`config.mk`:
```
export PLATFORM = sky130hd
export DESIGN_NAME = muldiv_controller
export DESIGN_NICKNAME = d
export VERILOG_FILES = /design/src/rtl/muldiv_pkg.sv /design/src/rtl/muldiv_controller.sv
export SDC_FILE = /design/constraint.sdc
export NUM_CORES = 1
export LEC_CHECK = 0
export ABC_AREA = 1
export CAP_MARGIN = 15
export CORE_MARGIN = 1
export CORE_UTILIZATION = 44
export DETAILED_ROUTE_END_ITERATION = 8
export PLACE_DENSITY = 0.83
export SETUP_SLACK_MARGIN = 0.3
export SYNTH_ARGS = -nofsm -noshare
export SYNTH_HDL_FRONTEND = slang
export SYNTH_SLANG_ARGS = --single-unit
```
`constraint.sdc`:
```
create_clock -name CLK -period 3.3 [get_ports CLK]
set_clock_uncertainty 0.1 [all_clocks]
set_input_delay 0.66 -clock CLK [delete_from_list [all_inputs] [get_ports CLK]]
set_output_delay 0.66 -clock CLK [all_outputs]
set_load 0.01 [all_outputs]
```
`src/rtl/muldiv_pkg.sv`:
```
// Shared definitions for the multiplier/divider controller.
// This file holds the FSM state type and the default operand widths.
package muldiv_pkg;

  typedef enum logic [1:0] {
    IDLE   = 2'd0,
    SETTLE = 2'd1,
    RESP   = 2'd2
  } state_t;

  localparam int unsigned DEF_DEVIDENT_LENGTH = 10;
  localparam int unsigned DEF_DIVISOR_LENGTH  = 5;

endpackage

```
`src/rtl/muldiv_controller.sv`:
```
// Sequential request/response wrapper around the combinational multiplier_divider array.
// It registers the operands, waits for the array to settle, captures the result, and handles divide-by-zero itself.
module muldiv_controller
  import muldiv_pkg::*;
#(
  parameter int unsigned DEVIDENT_LENGTH = DEF_DEVIDENT_LENGTH,
  parameter int unsigned DIVISOR_LENGTH  = DEF_DIVISOR_LENGTH,
  parameter int unsigned SETTLE_CYCLES   = 2
) (
  input  logic                       CLK,
  input  logic                       RST_n,
  input  logic                       Req_Valid,
  output logic                       Req_Ready,
  input  logic [DEVIDENT_LENGTH-1:0] Req_OperA,
  input  logic [DIVISOR_LENGTH-1:0]  Req_OperB,
  input  logic [DIVISOR_LENGTH-1:0]  Req_OperD,
  input  logic                       Req_Div_nMul,
  output logic [DEVIDENT_LENGTH-1:0] OperA,
  output logic [DIVISOR_LENGTH-1:0]  OperB,
  output logic [DIVISOR_LENGTH-1:0]  OperD,
  output logic                       Div_nMul,
  input  logic [DEVIDENT_LENGTH-1:0] Result,
  input  logic [DIVISOR_LENGTH-1:0]  Remainder,
  output logic                       Rsp_Valid,
  input  logic                       Rsp_Ready,
  output logic [DEVIDENT_LENGTH-1:0] Rsp_Result,
  output logic [DIVISOR_LENGTH-1:0]  Rsp_Remainder,
  output logic                       Rsp_DivZero,
  output logic                       Busy
);

  localparam int unsigned CNT_W = (SETTLE_CYCLES > 1) ? $clog2(SETTLE_CYCLES) : 1;
  localparam logic [CNT_W-1:0] CNT_LOAD = CNT_W'(SETTLE_CYCLES - 1);

  state_t           state;
  logic [CNT_W-1:0] count;
  logic             divZeroPend;
  logic             accept;

  assign Req_Ready = (state == IDLE) | ((state == RESP) & Rsp_Ready);
  assign accept    = Req_Valid & Req_Ready;
  assign Rsp_Valid = (state == RESP);
  assign Busy      = (state != IDLE);

  always_ff @(posedge CLK or negedge RST_n) begin
    if (!RST_n) begin
      state         <= IDLE;
      count         <= '0;
      divZeroPend   <= 1'b0;
      OperA         <= '0;
      OperB         <= '0;
      OperD         <= '0;
      Div_nMul      <= 1'b0;
      Rsp_Result    <= '0;
      Rsp_Remainder <= '0;
      Rsp_DivZero   <= 1'b0;
    end else begin
      case (state)
        IDLE, RESP: begin
          if (accept) begin
            Div_nMul <= Req_Div_nMul;
            OperD    <= Req_OperD;
            if (Req_Div_nMul) begin
              OperA <= Req_OperA;
              OperB <= '0;
            end else begin
              OperA <= '0;
              OperB <= Req_OperB;
            end
            // Divide-by-zero spends one cycle in SETTLE so its answer appears after the next edge.
            state <= SETTLE;
            if (Req_Div_nMul && (Req_OperD == '0)) begin
              divZeroPend <= 1'b1;
              count       <= '0;
            end else begin
              divZeroPend <= 1'b0;
              count       <= CNT_LOAD;
            end
          end else if ((state == RESP) && Rsp_Ready) begin
            state <= IDLE;
          end
        end
        SETTLE: begin
          if (count == '0) begin
            state <= RESP;
            if (divZeroPend) begin
              Rsp_Result    <= '1;
              Rsp_Remainder <= '0;
              Rsp_DivZero   <= 1'b1;
            end else begin
              Rsp_Result    <= Result;
              Rsp_Remainder <= Div_nMul ? Remainder : '0;
              Rsp_DivZero   <= 1'b0;
            end
          end else begin
            count <= count - CNT_W'(1);
          end
        end
        default: state <= IDLE;
      endcase
    end
  end

endmodule

```
== Word level (Yosys, flattened, before mapping) ==
Cells that the tools add are included.
W data, S select, Z words.
Cells by class
  add/sub/neg operators: 1
  multipliers: 0
  div/mod/pow operators: 0
  order comparisons: 0
  eq/ne operators: 5
  shifts and indexed selects: 0
  muxes and demuxes: 15
  bitwise operators: 4
  reductions and logical operators: 11
Operators by type and width (number)
  $mux W10: 2
  $mux W5: 3
  $reduce_and A2 Y1: 4
  $mux W2: 3
  $logic_not A5 Y1: 1
  $mux W1: 5
  $ne A2 B2 Y1 const B: 2
  $pmux W2 S2: 1
  $reduce_bool A2 Y1: 2
  $ne A3 B3 Y1 const B: 1
  $and A1 B1 Y1: 2
  $eq A2 B1 Y1 const B: 1
  $eq A2 B2 Y1 const B: 1
  $logic_and A1 B1 Y1: 2
  $logic_not A2 Y1: 1
  $pmux W1 S2: 1
  $reduce_or A2 Y1: 1
  $not A1 Y1: 1
  $or A1 B1 Y1: 1
  $sub A1 B1 Y1 const B: 1
Word-level totals
  register bits after elaboration: 41
  bits in latches: 0
  bits in writable memories: 0
  bits in read-only memories: 0
  input port bits: 40
  output and inout port bits: 40
  memories: 0

== Longest topological paths before layout ==
  word-level depth: 6
  depth in mapped cells: 7
  depth with buffers taken out: 7

== Least setup slack after synthesis ==
OpenSTA, ideal clock, no wires.
  kind: in2out
  from: input port Rsp_Ready
  to: output port Req_Ready
  arrival time: 837 ps
  required time: 2540 ps
  path slack: 1703 ps
  stages: 2
  path buffers: 0
  cell sequence: nand2_1 -> nand2_4
Between the ends
  longest elaborated chain between the ends: 2
Ends and longest elaborated chain
  start: declaration: line muldiv_controller.sv:25  | input logic Rsp_Ready,
  $and A1 B1 Y1: line muldiv_controller.sv:40  | assign Req_Ready = (state == IDLE) | ((state == RESP) & Rsp_Ready);
  $or A1 B1 Y1: line muldiv_controller.sv:40
  end: declaration: line muldiv_controller.sv:13  | output logic Req_Ready,
Every way passes these cells.

== Worst setup path in the final report ==
Same ends and word-level chain as after synthesis.

==> impl_metrics.tcl <==
set metrics [dict create \
    status "complete, no violations" \
    start_util_pct 46.4 \
    worstPathArrival_ns 1.87 \
    critical_path.startpoint_type "input pin" \
    syn2layout_area_growth_pct 50.7 \
    cts_sinks 41 \
    relSlewSlack_pct 41.7 \
    worstPathCellList "clkdlybuf4s50_1, nand2_1, nand2_4, clkdlybuf4s50_1" \
    critical_path.max_stage_delay_ns 0.53 \
    post_cts_resized 0 \
    place_congestion 0.671 \
    tritoncts "yes" \
    grt_max_degree 42 \
    wl_per_cell_um 11.7 \
    dr_wl_met2_mm 1.59 \
    final_common_cell "nand2_1" \
    slowest_stage "clkdlybuf4s50_1" \
    min_path_type "reg -> reg" \
    period_share_pct 79.7 \
    core_area_um2 3690 \
    slew_viol_final 0 \
    fin_nets 304 \
    die-area_um2 4140 \
    criticalPathCategory "in -> out" \
    drt_wl_total_mm 3.64 \
    io_buffers 79 \
    wl_met1_mm 1.61 \
    cap_violations 0 \
    htreeDepth 2 \
    cts.root.buffer_cell "clkbuf_8" \
    fp-row-count 22 \
    rsz0062_at_grt "no" \
    max_freq_mhz 380 \
    setup_viol 0 \
    grt.total_usage_pct 19.4 \
    worst_pin_slew_ns 0.875 \
    hold_viol 0 \
    top_layer_used "met4" \
    cp-end-kind "output port" \
    synth_seq_cells 41 \
    overflow 0 \
    switching_share_pct 34.9 \
    drc 0 \
    diodes 0 \
    syn_nets 224 \
    postCtsSetupBuffers 0 \
    crit_top_cell "clkdlybuf4s50_1" \
    ys_types 18 \
    syn_area_per_cell_um2 9.30 \
    hold_buffers 0 \
    dpl.hpwl_mm 2.58 \
    ys_seq_area_share_pct 59.9 \
    period_needed_ns 2.63 \
    via_per_inst 4.66 \
    cts_made_buffers 5 \
    vias 1453 \
    yosys_warnings 0 \
    cts_max_path_buffers 2 \
    p_seq_share_pct 38.4 \
    die_h_um 64.4 \
    p_sw_w 0.000757 \
    grt_pass1_wl_mm 6.03 \
    clkSlewWorstSetupHoldPaths_ns 0.07 \
    max-vdd-ir-drop_mv 0.453 \
    synthesis.area_um2 1710 \
    mostFrequentLayoutCells "nand2_1, clkdlybuf4s50_1, dfrtp_1" \
    crit_required_ns 2.54 \
    final_layout_size_suffix_gt1_share_pct 8.33 \
    p_int_w 0.00141 \
    clock_latency_ns 0.29 \
    first_pass_iters 4 \
    p_leak_nw 1.25 \
    clock_power_share_pct 14.8 \
    critPathBufInv 2 \
    cp_max_fo 2 \
    wl_met3_um 393 \
    p_comb_share_pct 46.8 \
    drt_iter0_markers 70 \
    fin_setup_tns_ns 0 \
    io_pins 80 \
    power.density_nw_per_um2 840 \
    antenna_left 0 \
    grt_pass1_vias 1388 \
    holdWs_ns 0.382 \
    path_delay_family "buffers and inverters" \
    antenna_found_initial 0 \
    die_w_um 64.4 \
    synthCells 184 \
]
-- power groups by stage --
stage / Sequential (W) / Combinational [W] / Clock [W]
after floorplan: 0.000927 / 0.000424 / 0
after global placement: 0.000834 / 0.00100 / 0
after detailed placement: 0.000835 / 0.00103 / 0
after CTS: 0.000833 / 0.00103 / 0.000330
after global routing: 0.000855 / 0.00111 / 0.000352
final: 0.000832 / 0.00101 / 0.000321
-- synth_stat cells --
cell type | n | area share [%]
nand2_1 | 91 | 20
dfrtp_1 | 41 | 60
o21ai_0 | 12 | 3.5
o21ai_2 | 7 | 3.6
inv_1 | 6 | 1.3
nor2_1 | 6 | 1.3
nand3_1 | 5 | 1.5
buf_6 | 2 | 1.3
buf_8 | 2 | 1.8
inv_2 | 2 | 0.44
nand2_2 | 2 | 0.73
nor2_4 | 2 | 1.3
buf_2 | 1 | 0.29
buf_4 | 1 | 0.44
nand2_4 | 1 | 0.66
nand2_8 | 1 | 1.2
nand4_1 | 1 | 0.37
o31ai_1 | 1 | 0.44
-- area by class of cell --
cell class / instances / area [um2]
Multi-Input combinational cell: 129 / 591
Sequential cell: 41 / 1030
Clock buffer: 7 / 86.3
Timing Repair Buffer: 79 / 786
Fill cell: 307 / 1110
Inverter: 8 / 30.0
Tap cell: 48 / 60.1
-- state kept, by name, summed over array words and instances (netlist names) --
| signal | flops |
|---|---|
| Div_nMul | 1 |
| OperA | 10 |
| OperB | 5 |
| OperD | 5 |
| Rsp_DivZero | 1 |
| Rsp_Remainder | 5 |
| Rsp_Result | 10 |
| count | 1 |
| divZeroPend | 1 |
| state | 2 |
-- metal layers --
layer / track usage (%) / vias to the layer above
li1: - / 730
met1: 23.7 / 647
met2: 30.3 / 70
met3: 8.57 / 6
met4: 6.67 / 0
met5: 0 / -
-- worst paths after layout --
check                               start            end  slack (ns)  cells past startpoint
worst min register to register   OperB[4]       OperB[4]        0.38                      2
worst max register to register   state[1]    Rsp_DivZero        1.81                      6
min in group asynchronous           RST_n  Rsp_Result[7]        0.40                      1
worst min-delay path             OperB[4]       OperB[4]        0.38                      2
max in group asynchronous           RST_n  Rsp_Result[8]        2.17                      1
worst max-delay path            Rsp_Ready      Req_Ready        0.67                      4
-- cell families after synthesis --
logic type / share of synthesized area, %
simple gates: 27.0
buf+inv: 5.56
flops: 59.9
compound gates: 7.53
-- worst register-to-register path, stage by stage (launching register included) --
cell and delay, ns:
dfrtp_1 0.36, inv_1 0.13, nand2_2 0.10, nor2_4 0.30
inv_2 0.22, nand2_1 0.12, nand2_1 0.05
-- stage by stage --
step	worst slack, ns	cell area [um2]	instances	util, %	power [W]
detailed placement	0.678	2490	305	67.6	0.00186
global placement	0.674	2490	305	67.6	0.00184
floorplan	1.70	1710	184	-	0.00135
finish	0.671	2580	312	69.9	0.00217
CTS	0.673	2580	312	69.9	0.00219
global route	0.638	2580	312	69.9	0.00232
(Power assumes the default switching activity.)
